## src/rtl/regfile_write_port.sv

```systemverilog
// Register-file write port: power-on sweep that writes rN <= N for r0..r7,
// then an in-order write queue in front of a stallable register-file port.
// Optional read bypass from pending writes: define REGFILE_WRITE_PORT_BYPASS_EN.
module regfile_write_port #(
  parameter int unsigned QDEPTH = 4
) (
  input  logic       Clk,
  input  logic       Reset,
  input  logic       In_valid,
  output logic       In_ready,
  input  logic [2:0] In_reg_num,
  input  logic [7:0] In_data,
  input  logic       Wr_stall,
  output logic [2:0] Write_reg_num,
  output logic [7:0] Write_data,
  output logic       RegWrite,
  output logic       Init_done,
  input  logic [2:0] Read_reg_num_1,
  input  logic [2:0] Read_reg_num_2,
  input  logic [7:0] Rf_data_1,
  input  logic [7:0] Rf_data_2,
  output logic [7:0] Fwd_data_1,
  output logic [7:0] Fwd_data_2
);

  localparam int unsigned REG_W  = 3;
  localparam int unsigned DATA_W = 8;
  localparam int unsigned PTR_W  = $clog2(QDEPTH);
  localparam int unsigned CNT_W  = PTR_W + 1;

  typedef struct packed {
    logic [REG_W-1:0]  reg_num;
    logic [DATA_W-1:0] data;
  } wr_entry_t;

  typedef enum logic {
    ST_INIT = 1'b0,
    ST_RUN  = 1'b1
  } state_t;

  state_t           state_q, state_d;
  logic [REG_W-1:0] sweep_q, sweep_d;
  logic             init_done_q, init_done_d;
  logic [PTR_W-1:0] rd_ptr_q, rd_ptr_d;
  logic [PTR_W-1:0] wr_ptr_q, wr_ptr_d;
  logic [CNT_W-1:0] count_q, count_d;
  wr_entry_t        queue_q [QDEPTH];
  logic             push;
  logic             pop;

  // Control state; reset discards queued writes and restarts the sweep
  always_ff @(posedge Clk or negedge Reset) begin
    if (!Reset) begin
      state_q     <= ST_INIT;
      sweep_q     <= '0;
      init_done_q <= 1'b0;
      rd_ptr_q    <= '0;
      wr_ptr_q    <= '0;
      count_q     <= '0;
    end else begin
      state_q     <= state_d;
      sweep_q     <= sweep_d;
      init_done_q <= init_done_d;
      rd_ptr_q    <= rd_ptr_d;
      wr_ptr_q    <= wr_ptr_d;
      count_q     <= count_d;
    end
  end

  // Queue payload storage; validity is tracked by the pointers and count
  always_ff @(posedge Clk) begin
    if (push) begin
      queue_q[wr_ptr_q] <= wr_entry_t'({In_reg_num, In_data});
    end
  end

  // Next-state, queue bookkeeping and write-port drive
  always_comb begin
    state_d       = state_q;
    sweep_d       = sweep_q;
    init_done_d   = init_done_q;
    rd_ptr_d      = rd_ptr_q;
    wr_ptr_d      = wr_ptr_q;
    count_d       = count_q;
    push          = 1'b0;
    pop           = 1'b0;
    In_ready      = 1'b0;
    RegWrite      = 1'b0;
    Write_reg_num = '0;
    Write_data    = '0;

    unique case (state_q)
      ST_INIT: begin
        Write_reg_num = sweep_q;
        Write_data    = DATA_W'(sweep_q);
        if (!Wr_stall) begin
          RegWrite = 1'b1;
          if (&sweep_q) begin
            state_d     = ST_RUN;
            init_done_d = 1'b1;
            sweep_d     = '0;
          end else begin
            sweep_d = sweep_q + REG_W'(1);
          end
        end
      end
      ST_RUN: begin
        pop      = (count_q != '0) && !Wr_stall;
        In_ready = (count_q < CNT_W'(QDEPTH)) || pop;
        push     = In_valid && In_ready;
        RegWrite = pop;
        if (count_q != '0) begin
          Write_reg_num = queue_q[rd_ptr_q].reg_num;
          Write_data    = queue_q[rd_ptr_q].data;
        end
        if (pop) begin
          rd_ptr_d = rd_ptr_q + PTR_W'(1);
        end
        if (push) begin
          wr_ptr_d = wr_ptr_q + PTR_W'(1);
        end
        count_d = count_q + CNT_W'(push) - CNT_W'(pop);
      end
      default: begin
        state_d = ST_INIT;
      end
    endcase

    // Held quiet while reset is asserted, independent of the stall input
    if (!Reset) begin
      push          = 1'b0;
      pop           = 1'b0;
      In_ready      = 1'b0;
      RegWrite      = 1'b0;
      Write_reg_num = '0;
      Write_data    = '0;
    end
  end

  assign Init_done = init_done_q;

`ifdef REGFILE_WRITE_PORT_BYPASS_EN
  // Youngest pending write to the read register wins; the sweep entry counts too
  function automatic logic [DATA_W-1:0] bypass_lookup(
    input logic [REG_W-1:0]  rd_addr,
    input logic [DATA_W-1:0] rf_data,
    input logic              in_init,
    input logic [REG_W-1:0]  sweep,
    input logic [PTR_W-1:0]  rd_ptr,
    input logic [CNT_W-1:0]  count,
    input wr_entry_t         entries [QDEPTH]
  );
    logic [DATA_W-1:0] result;
    logic [PTR_W-1:0]  idx;
    result = rf_data;
    if (in_init && (sweep == rd_addr)) begin
      result = DATA_W'(sweep);
    end
    for (int unsigned i = 0; i < QDEPTH; i++) begin
      idx = rd_ptr + PTR_W'(i);
      if ((CNT_W'(i) < count) && (entries[idx].reg_num == rd_addr)) begin
        result = entries[idx].data;
      end
    end
    return result;
  endfunction

  // Read-port bypass from the sweep entry and the write queue
  always_comb begin
    Fwd_data_1 = bypass_lookup(Read_reg_num_1, Rf_data_1, state_q == ST_INIT,
                               sweep_q, rd_ptr_q, count_q, queue_q);
    Fwd_data_2 = bypass_lookup(Read_reg_num_2, Rf_data_2, state_q == ST_INIT,
                               sweep_q, rd_ptr_q, count_q, queue_q);
  end
`else
  logic unused_rd_addr;

  assign Fwd_data_1     = Rf_data_1;
  assign Fwd_data_2     = Rf_data_2;
  assign unused_rd_addr = ^{Read_reg_num_1, Read_reg_num_2};
`endif

endmodule

```

## config.mk

```make
export PLATFORM = sky130hd
export DESIGN_NAME = regfile_write_port
export DESIGN_NICKNAME = d
export VERILOG_FILES = /design/src/rtl/regfile_write_port.sv
export SDC_FILE = /design/constraint.sdc
export NUM_CORES = 1
export LEC_CHECK = 0
export CAP_MARGIN = 25
export CORE_MARGIN = 2
export CORE_UTILIZATION = 44
export DETAILED_ROUTE_END_ITERATION = 6
export PLACE_DENSITY_LB_ADDON = 0.1
export SLEW_MARGIN = 10
export SYNTH_ARGS = -nofsm -noshare
export SYNTH_HDL_FRONTEND = slang
export SYNTH_SLANG_ARGS = --single-unit
```

## constraint.sdc

```tcl
create_clock -name Clk -period 2.11 [get_ports Clk]
set_input_delay 0.211 -clock Clk [delete_from_list [all_inputs] [get_ports Clk]]
set_output_delay 0.211 -clock Clk [all_outputs]
set_load 0.01 [all_outputs]
```

==> metrics.txt, run 1 <==
number of global-route vias before repair=1451; core area=5570 µm²; Root Buffer=clkbuf_8; endpoints failing hold=0; sequential area share after synthesis=62.8%; outcome=completed; final period utilization=96.3%; Vert. Die Dim=80.6 µm; Least-Margin Pin Slew=0.336 ns; fillcell total=465; dpl hpwl=3.47 mm; Global Route Usage Sum=15.7%; Worst Hold Class=in -> async; TritonCTS clock tree=built; share of layout cells above drive strength 1=29.4%; vias per inst=5.07; Initial Utilization=46.3%; ANT cells=0; CP startpoint kind=register; Pwr Density=1220 nW/µm²; sw frac=30.2%; DR iter-0 viols=90; critical path required time=1.90 ns; clk_skew=0.00223 ns; via count=1384; clock latency on the worst-skew pair=0.30 ns; overflow left after global routing=0; dpl cell area=2950 µm²; Syn-to-layout area delta=20.2%; CTS Buf Count=5; crit path DAT=1.82 ns; Mapped Cells=160; final setup fails=0; Port-buffer cells=28; drt pass-1 iters=4; nets=246; DRC Markers=0; RSZ-0062 raised after global routing=yes; Post-Route WL=4.61 mm; total power=3.78 mW; LEAKAGE=1.23 nW; Clk pwr share=17.4%; post-synthesis area per instance=16.1 µm²; relative slew slack=77.4%; CTS Buffer Depth=2; worst-case reg-to-reg path depth=10; CTS Sinks=56; Int Power=2.64 mW; highest clock rate=0.492 GHz; syn nets=206; Rows=27; CP Max Fanout=5; Post-CTS Hold Buffers=0; Worst Setup End Kind=primary output; Logic pwr share=42.0%; Syn. warnings=0; number of synthesized register bits=56; first-pass GRT wire length=7.38 mm; Routed Antenna Nets=0; Reg power frac=40.7%; GPL Wtd Cong=0.774; average wire per standard cell=16.9 µm; Max Cap Viol=0; largest net degree at the start of global routing=17; Unique masters post-synth=32; Worst R2R Start=count_q[0]$_DFFE_PN0P_; R2R setup slack=0.10 ns; Slew Limit Fails=0; Die W=80.6 µm; H-tree depth=2; initial antenna violation count=0; clock slew at reported path FFs=0.09 ns; die area=6500 µm²; Switch Pwr=1.14 mW; peak supply drop=0.000528 V; Mapped Area=2580 µm²; worst setup path class=reg -> out; Reg2Reg Capture Point=count_q[2]$_DFFE_PN0P_; I/O pins=67; final period demand of the worst path=2.03 ns; setup TNS=0 ns; Final Cell Area=3100 µm²
[synthesized netlist by cell type]
cell type,n,share of area (%)
a21bo_2,1,0.39
a21o_1,1,0.29
a21oi_1,3,0.58
a41o_1,1,0.39
and2_1,4,0.97
buf_2,3,0.58
buf_4,16,4.7
buf_6,2,0.87
dfrtp_1,12,12
edfxtp_1,44,51
fa_1,1,0.78
ha_1,8,3.9
inv_1,12,1.7
mux2_2,4,1.7
mux4_1,3,3.1
mux4_2,8,7.0
nand2_1,5,0.73
nand3_1,1,0.19
nand3b_1,2,0.58
nor2_1,6,0.87
nor2b_1,1,0.24
nor2b_4,5,2.7
nor3_2,1,0.39
nor3b_2,1,0.48
o21ai_0,1,0.19
o21ai_1,5,0.97
o21ai_2,1,0.34
o31ai_1,1,0.29
o41ai_1,1,0.34
or2_4,1,0.34
xnor2_1,2,0.68
xor2_1,3,1.0
[cell usage in the layout, fill, tap and decap left out, types with 2 or more instances in the layout]
cell             instances
a21oi_1                  3
and2_1                   4
buf_4                   23
buf_6                    2
clkbuf_2                 3
clkbuf_8                 5
clkdlybuf4s15_1          2
clkdlybuf4s50_1         17
clkinv_1                 2
dfrtp_1                 11
dlygate4sd2_1            6
edfxtp_1                44
ha_1                     8
inv_1                   12
mux2_2                   4
mux4_1                   3
mux4_2                   8
nand2_1                  5
nand3b_1                 2
nor2_1                   6
nor2b_4                  5
o21ai_1                  5
xnor2_1                  2
xor2_1                   3
[per-layer routing]
layer	share of wire (%)	wire length, µm	GRT usage [%]
met5	0	0	0
met4	0.54	25	4.58
met3	5.7	263	5.51
met2	53	2440	26.0
met1	41	1880	19.4
[state kept, by name, indices dropped and copies added (netlist names)]
name	flops
queue_q	44
count_q	3
sweep_q	3
rd_ptr_q	2
wr_ptr_q	2
Init_done	1
state_q	1
[power groups by stage]
stage	registers, mW	logic, mW	clock network (mW)
6_report	1.54	1.59	0.657
4_1_cts	1.54	1.59	0.685
2_1_floorplan	1.55	0.987	0
3_3_place_gp	1.53	1.50	0
5_1_grt	1.56	1.75	0.727
3_5_place_dp	1.54	1.56	0
[worst max-delay path, stage by stage (launching register included)]
cell	delay, ns
dfrtp_1	0.40
buf_6	0.15
mux4_1	0.54
inv_1	0.07
o21ai_1	0.07
dlygate4sd2_1	0.30
[area by class of cell]
cell class	count	area (µm²)	share of cell area (%)
flip-flops and latches	56	1620	52.3
multi-input cells	71	767	24.7
repair buffers	54	473	15.2
well taps	72	90.1	2.90
clock buffers	5	68.8	2.22
inverters	12	45.0	1.45
clock inverters	3	37.5	1.21
[timing repair]
item,4_1_cts,5_1_grt
hold endpoints to repair,0,0
setup buffers,3,3
pin swaps,0,2
setup endpoints to repair,12,6
gates resized for setup,16,8
[per-stage QoR]
step                      hold slack (ns)  std cells  utilization (%)  setup slack (ns)
after detailed placement            0.422        259             52.8            -0.195
after global placement              0.422        259             52.8           -0.0995
final                               0.276        273             55.7            0.0787
after global routing                0.282        273             55.7           -0.0338
after floorplan                   -0.0846        160                -            0.0978
after CTS                           0.268        270             55.4           0.00893
[how the worst max path moves through the flow]
| stage | start | endpoint | slack, ns |
|---|---|---|---|
| floorplan | count_q[1]$_DFFE_PN0P_ | count_q[2]$_DFFE_PN0P_ | 0.1 |
| global placement | In_valid | count_q[2]$_DFFE_PN0P_ | -0.1 |
| detailed placement | In_valid | count_q[2]$_DFFE_PN0P_ | -0.20 |
| CTS | rd_ptr_q[0]$_DFFE_PN0P_ | Write_data[1] | 0.009 |
| global route | count_q[0]$_DFFE_PN0P_ | count_q[2]$_DFFE_PN0P_ | -0.03 |
| finish | rd_ptr_q[0]$_DFFE_PN0P_ | Write_reg_num[2] | 0.08 |
[cells by family (layout without fill, tap and decap cells)]
logic type | count (synthesis) | count (layout) | share of synthesized area (%)
DFF | 56 | 56 | 62.8
buffers and inverters | 33 | 74 | 7.85
and+or+nand+nor | 27 | 27 | 7.46
AOI/OAI and AO/OA | 15 | 15 | 3.78
muxes | 15 | 15 | 11.8
adders and majority gates | 9 | 9 | 4.65
xor gates and xnor gates | 5 | 5 | 1.70
Note: power is estimated with default switching activity, not from simulation.
==> inputs of run 2 (changes only) <==
--- a/config.mk
+++ b/config.mk
@@ -6,9 +6,12 @@
 export NUM_CORES = 1
 export LEC_CHECK = 0
 export CAP_MARGIN = 25
+export CELL_PAD_IN_SITES_DETAIL_PLACEMENT = 1
+export CELL_PAD_IN_SITES_GLOBAL_PLACEMENT = 1
 export CORE_MARGIN = 2
-export CORE_UTILIZATION = 44
+export CORE_UTILIZATION = 36
 export DETAILED_ROUTE_END_ITERATION = 6
+export GPL_TIMING_DRIVEN = 0
 export PLACE_DENSITY_LB_ADDON = 0.1
 export SLEW_MARGIN = 10
 export SYNTH_ARGS = -nofsm -noshare
==> constraint.sdc (replaced) <==
create_clock -name Clk -period 2.11 [get_ports Clk]
set_input_delay 0.3165 -clock Clk [delete_from_list [all_inputs] [get_ports Clk]]
set_output_delay 0.3165 -clock Clk [all_outputs]
set_load 0.01 [all_outputs]
==> run 2 against run 1 <==
  * Utilization is 7.6 points lower
  * Non-clock buffer count is 20 higher
  * Die area is 21% higher
  * Count of clock-buffer cells in the layout stayed put
  * Sequential cell count stayed put
  * Sequential power hardly changed
  * Via count is 8.3% higher
  * Setup slack worse by 0.068 ns
  * Total power is 1.3% higher
  * Global-route usage is 1.5 points lower
  * Critical endpoint is now count_q[2]$_DFFE_PN0P_
  * Highest routed layer unchanged
==> metrics.txt, run 2 (same netlist as run 1, synthesis figures left out) <==
CTS Buffer Depth=2 (unchanged); Least-Margin Pin Slew=0.649 ns (+0.313 ns); critical path required time=2.31 ns (+0.41 ns); peak supply drop=0.000414 V (-22%); first-pass GRT wire length=8.01 mm (+8.5%); final period demand of the worst path=2.10 ns (+0.0682 ns); vias per inst=4.73 (-6.7%); ANT cells=0 (unchanged); Root Buffer=clkbuf_8; commonest non-fill, non-tap cell in the layout=edfxtp_1; Global Route Usage Sum=14.2% (-1.5 points); number of flip-flops in the largest register=44 (unchanged); CP Max Fanout=2 (-3); Worst Hold Class=in -> reg; Vert. Die Dim=88.7 µm (+10%); CTS Sinks=56 (unchanged); worst setup path class=in -> reg; RSZ-0062 raised after global routing=yes; clk_skew=0.00739 ns (+0.00516 ns); Die W=88.7 µm (+10%); core area=6870 µm² (+23%); average wire per standard cell=17.0 µm (+0.40%); Port-buffer cells=43 (+54%); overflow left after global routing=0 (unchanged); dpl cell area=3130 µm² (+6.4%); nets=266 (+8.1%); LEAKAGE=1.30 nW (+5.6%); highest-delay cell along the critical path=clkdlybuf4s50_1; Post-Route WL=5.38 mm (+17%); Rows=30 (+11%); DRC Markers=0 (unchanged); Multi-input gate area=763 µm² (-0.49%); Worst Setup End Kind=register; GPL Wtd Cong=0.724 (-6.5%); I/O pins=67 (unchanged); drt pass-1 iters=4 (unchanged); worst path buffer plus inverter count=3 (unchanged); crit-path cells=clkdlybuf4s50_1 -> a21bo_2 -> ha_1 -> inv_1 -> ha_1 -> inv_1 -> fa_2 -> xor2_1 -> nand2_1 -> xnor2_1; Top Family by Delay on Critical Path=adder cells; share of layout cells above drive strength 1=36.2% (+6.8 points); die area=7870 µm² (+21%); number of global-route vias before repair=1555 (+7.2%); dpl hpwl=3.68 mm (+5.9%); H-tree depth=2 (unchanged); final period utilization=99.5% (+3.2 points); relative slew slack=56.7% (-21 points); largest net degree at the start of global routing=19 (+2); clock latency on the worst-skew pair=0.31 ns (about the same); CP startpoint kind=input pin; via count=1499 (+8.3%); Biggest register=queue_q; final setup fails=0 (unchanged); Initial Utilization=37.6% (-8.7 points); register area=1630 µm² (+0.31%); Syn-to-layout area delta=28.0%; Max Cap Viol=0 (unchanged); crit path DAT=2.30 ns (+0.48 ns); Routed Antenna Nets=0 (unchanged); fillcell total=716 (+54%); Slew Limit Fails=0 (unchanged); Final Cell Area=3300 µm² (+6.4%); endpoints failing hold=0 (unchanged); commonest non-fill, non-tap cells in the layout=44 x edfxtp_1, 30 x clkdlybuf4s50_1, 22 x buf_4; DR iter-0 viols=57 (-37%); clock slew at reported path FFs=0.10 ns (about the same); CTS Buf Count=5 (unchanged); Pwr Density=1160 nW/µm² (-4.8%); outcome=completed; initial antenna violation count=0 (unchanged); total power=3.83 mW (+1.3%); CP max stage delay=0.48 ns (-0.06 ns); highest clock rate=0.476 GHz (-3.2%); TritonCTS clock tree=built; largest registers=queue_q (44), count_q (3), sweep_q (3)
## run 2: cell types whose count changed in the layout (fill, tap and decap cells not counted), moves of 2 or more
cell	change
dfrtp_2	+4
clkdlybuf4s50_1	+13
buf_2	+12
dfrtp_1	-4
clkinvlp_4	+2
clkdlybuf4s15_1	-2
clkinv_1	-2
dlygate4sd2_1	-6
## run 2: path summary, 6_finish.rpt
check                                       start                 endpoint  slack (ns)  depth (start not counted)
min reg2reg                 Init_done$_DFFE_PN0P_    Init_done$_DFFE_PN0P_        0.48                          1
min in group asynchronous                   Reset   sweep_q[2]$_DFFE_PN0P_        0.64                          2
max                                      In_valid   count_q[2]$_DFFE_PN0P_        0.01                         10
max reg2reg                count_q[1]$_DFFE_PN0P_   count_q[2]$_DFFE_PN0P_        0.02                         10
min                                      Wr_stall   sweep_q[1]$_DFFE_PN0P_        0.37                          2
max in group asynchronous                   Reset  rd_ptr_q[0]$_DFFE_PN0P_        1.03                          2
## run 2: report_power, final
group	internal (mW)	switching, mW
combinational	0.936	0.748
sequential	1.41	0.155
clock	0.236	0.351
total	2.58	1.25
## run 2: worst register-to-register path, cell delays in order (launching register included)
cell     delay [ns]
dfrtp_2        0.44
nor3_4         0.19
nor2_1         0.06
ha_1           0.30
inv_1          0.06
ha_1           0.15
inv_1          0.07
fa_2           0.35
xor2_1         0.15
nand2_1        0.09
xnor2_1        0.13
## run 2: timing repair
item,4_1_cts,5_1_grt
setup buffers,5,3
cloned,1,0
pin swaps,2,2
setup endpoints to repair,58,6
hold buffers,1,0
hold endpoints to repair,12,0
resized for setup,53,9
## run 2: per-stage QoR
| step | hold WS [ns] | worst slack [ns] | utilization, % | cells | setup TNS [ns] |
|---|---|---|---|---|---|
| after floorplan | 0.0209 | 0.0978 | - | 160 | 0 |
| after CTS | 0.343 | -0.0287 | 47.9 | 314 | -0.0340 |
| final | 0.373 | 0.0105 | 48.1 | 317 | 0 |
| after detailed placement | 0.467 | -0.960 | 45.6 | 299 | -38.36 |
| after global placement | 0.457 | -0.939 | 45.6 | 299 | -35.98 |
| after global routing | 0.385 | -0.103 | 48.1 | 317 | -0.103 |
## run 2: layer usage
metal | share of wire, % | GRT usage (%) | wire length (µm)
met1 | 40 | 16.7 | 2140
met2 | 52 | 25.8 | 2790
met3 | 7.2 | 3.26 | 385
met4 | 1.1 | 3.72 | 57
met5 | 0 | 0 | 0
## run 2: cell type report
class	instances	share of cell area [%]
Buffer	21	5.11
Clock buffer	5	2.08
Clock inverter	3	0.719
Inverter	12	1.36
Multi-Input combinational cell	71	23.1
Sequential cell	56	49.3
Tap cell	96	3.63
Timing Repair Buffer	53	14.7
==> inputs of run 3 (changes only) <==
--- a/config.mk
+++ b/config.mk
@@ -6,12 +6,11 @@
 export NUM_CORES = 1
 export LEC_CHECK = 0
 export CAP_MARGIN = 25
-export CELL_PAD_IN_SITES_DETAIL_PLACEMENT = 1
-export CELL_PAD_IN_SITES_GLOBAL_PLACEMENT = 1
 export CORE_MARGIN = 2
-export CORE_UTILIZATION = 36
+export CORE_UTILIZATION = 44
 export DETAILED_ROUTE_END_ITERATION = 6
 export GPL_TIMING_DRIVEN = 0
+export HOLD_SLACK_MARGIN = 0.1
 export PLACE_DENSITY_LB_ADDON = 0.1
 export SLEW_MARGIN = 10
 export SYNTH_ARGS = -nofsm -noshare
==> run 3 against run 2 <==
  * Critical path depth is the same
  * Utilization up 11 points
  * Sequential cell count unchanged
  * Worst hold slack got worse by 0.045 ns
  * Sequential power hardly changed
  * Total power is 0.81% higher
  * Non-clock buffer count unchanged
  * Combinational power decreased by 4%
  * Global-route usage is 2.6 points higher
  * Via count decreased by 3.5%
  * Largest cell class unchanged
  * Clock skew down 0.00084 ns
  * Critical path type is now reg -> reg
==> metrics.txt, run 3 (same netlist as run 1, synthesis figures left out) <==
share of layout cells above drive strength 1=33.9% (-2.3 points); worst setup path class=reg -> reg; Switch Pwr=1.20 mW (-4.3%); number of flip-flops in the largest register=44 (unchanged); Global Route Usage Sum=16.7% (+2.6 points); DRC Markers=0 (unchanged); CP startpoint kind=register; clock latency on the worst-skew pair=0.30 ns (about the same); Routed Antenna Nets=0 (unchanged); number of global-route vias before repair=1509 (-3.0%); crit path DAT=2.26 ns (-0.04 ns); worst-case reg-to-reg path depth=10 (unchanged); Pwr Density=1180 nW/µm² (+1.4%); die area=6500 µm² (-17%); final setup fails=0 (unchanged); fillcell total=458 (-36%); Rows=27 (-10%); clock slew at reported path FFs=0.09 ns (about the same); Final Util=59.0% (+11 points); TritonCTS clock tree=built; Max Cap Viol=0 (unchanged); first-pass GRT wire length=7.82 mm (-2.3%); core area=5570 µm² (-19%); Slew Limit Fails=0 (unchanged); Worst Setup End Kind=register; final period demand of the worst path=2.06 ns (-0.0361 ns); nets=266 (unchanged); hold path cells=2 (unchanged); highest clock rate=0.485 GHz (+1.7%); CTS Sinks=56 (unchanged); Syn-to-layout area delta=27.3%; RSZ-0062 raised after global routing=yes; largest net degree at the start of global routing=18 (-1); dpl hpwl=3.43 mm (-6.7%); LEAKAGE=1.31 nW (+0.60%); Least-Margin Pin Slew=0.646 ns (-0.00345 ns); DR iter-0 viols=52 (-8.8%); commonest non-fill, non-tap cell in the layout=edfxtp_1; non-filler instance count after layout=293 (-7.6%); via count=1447 (-3.5%); Reg power frac=40.3% (-0.4 points); ANT cells=0 (unchanged); outcome=completed; setup TNS=0 ns (unchanged); I/O pins=67 (unchanged); Int Power=2.66 mW (+3.3%); Worst Hold Class=in -> reg; GPL Wtd Cong=0.795 (+9.8%); Clk pwr share=17.9% (+2.6 points); Root Buffer=clkbuf_8; Logic pwr share=41.7% (-2.2 points); CTS Buf Count=5 (unchanged); Vert. Die Dim=80.6 µm (-9.1%); H-tree depth=2 (unchanged); Post-Route WL=5.02 mm (-6.6%); final period utilization=97.8% (-1.7 points); CP Max Fanout=5 (+3); overflow left after global routing=0 (unchanged); commonest non-fill, non-tap cells in the layout=44 x edfxtp_1, 30 x clkdlybuf4s50_1, 23 x buf_4; drt pass-1 iters=4 (unchanged); initial antenna violation count=0 (unchanged); vias per inst=4.94 (+4.4%); CTS Buffer Depth=2 (unchanged); largest registers=queue_q (44), count_q (3), sweep_q (3); sw frac=31.1% (-1.7 points); endpoints failing hold=0 (unchanged); Initial Utilization=46.3% (+8.7 points); clk_skew=0.00655 ns (-0.000842 ns); critical path required time=2.30 ns (about the same); peak supply drop=0.000568 V (+37%); Placed Cells=275 (-8.0%); relative slew slack=57.0% (+0.23 points); average wire per standard cell=17.1 µm (+1.1%); Die W=80.6 µm (-9.1%); Port-buffer cells=43 (unchanged); Biggest register=queue_q
==> run 3: cell types whose count changed in the layout (fill, tap and decap cells not counted), moves of 2 or more <==
cell / before / now
buf_2: 12 / 7
clkinvlp_4: 2 / 0
clkdlybuf4s15_1: 0 / 2
buf_6: 2 / 5
==> run 3: cell type report <==
class,count,area (µm²),share of cell area (%)
buffer,21,169,5.14
tap,72,90.1,2.74
inverter,12,45.0,1.37
sequential,56,1630,49.5
multi-input combinational,71,763,23.2
clock inverter,2,38.8,1.18
clock buffer,6,72.6,2.21
timing repair buffer,53,482,14.7
==> run 3: final timing paths <==
path,from,endpoint,slack [ns]
worst max-delay path,count_q[2]$_DFFE_PN0P_,count_q[2]$_DFFE_PN0P_,0.05
worst min-delay path,Wr_stall,sweep_q[1]$_DFFE_PN0P_,0.33
worst max register to register,count_q[2]$_DFFE_PN0P_,count_q[2]$_DFFE_PN0P_,0.05
worst min register to register,Init_done$_DFFE_PN0P_,Init_done$_DFFE_PN0P_,0.50
max in group asynchronous,Reset,count_q[2]$_DFFE_PN0P_,1.09
min in group asynchronous,Reset,Init_done$_DFFE_PN0P_,0.59
==> run 3: power by group through the flow <==
stage / combinational, mW / sequential [mW] / clock [mW]
detailed placement: 1.47 / 1.59 / 0
global route: 1.77 / 1.58 / 0.769
finish: 1.61 / 1.56 / 0.693
floorplan: 0.987 / 1.55 / 0
global placement: 1.41 / 1.57 / 0
CTS: 1.64 / 1.55 / 0.712
==> run 3: critical path, stage by stage, from the launching register on <==
cell and delay (ns):
dfrtp_2 0.44, buf_6 0.14, a21bo_2 0.19, ha_1 0.26
inv_1 0.05, ha_1 0.12, inv_1 0.05, fa_2 0.33
xor2_1 0.15, nand2_1 0.09, xnor2_1 0.13
==> run 3: repair_timing <==
item,in CTS,in global routing
setup endpoints to repair,58,10
hold buffers,1,0
pin swaps,1,2
hold endpoints to repair,12,0
gates resized for setup,45,11
setup buffers,9,0
==> run 3: per-layer routing <==
| metal | vias to the layer above | wire, µm | part of all wire [%] | track usage, % |
|---|---|---|---|---|
| li1 | 685 | - | - | - |
| met1 | 724 | 1980 | 39 | 20.2 |
| met4 | 0 | 38 | 0.76 | 3.22 |
| met2 | 34 | 2840 | 56 | 30.7 |
| met5 | - | 0 | 0 | 0 |
| met3 | 4 | 165 | 3.3 | 3.71 |
==> run 3: stage by stage <==
stage | cell area (µm²) | power (mW) | setup slack (ns) | hold slack, ns
after floorplan | 2580 | 2.53 | 0.0978 | 0.0209
after global placement | 3100 | 2.98 | -0.906 | 0.462
after CTS | 3300 | 3.91 | -0.0200 | 0.319
final | 3290 | 3.86 | 0.0466 | 0.329
after detailed placement | 3100 | 3.07 | -0.935 | 0.478
after global routing | 3290 | 4.12 | -0.0516 | 0.347
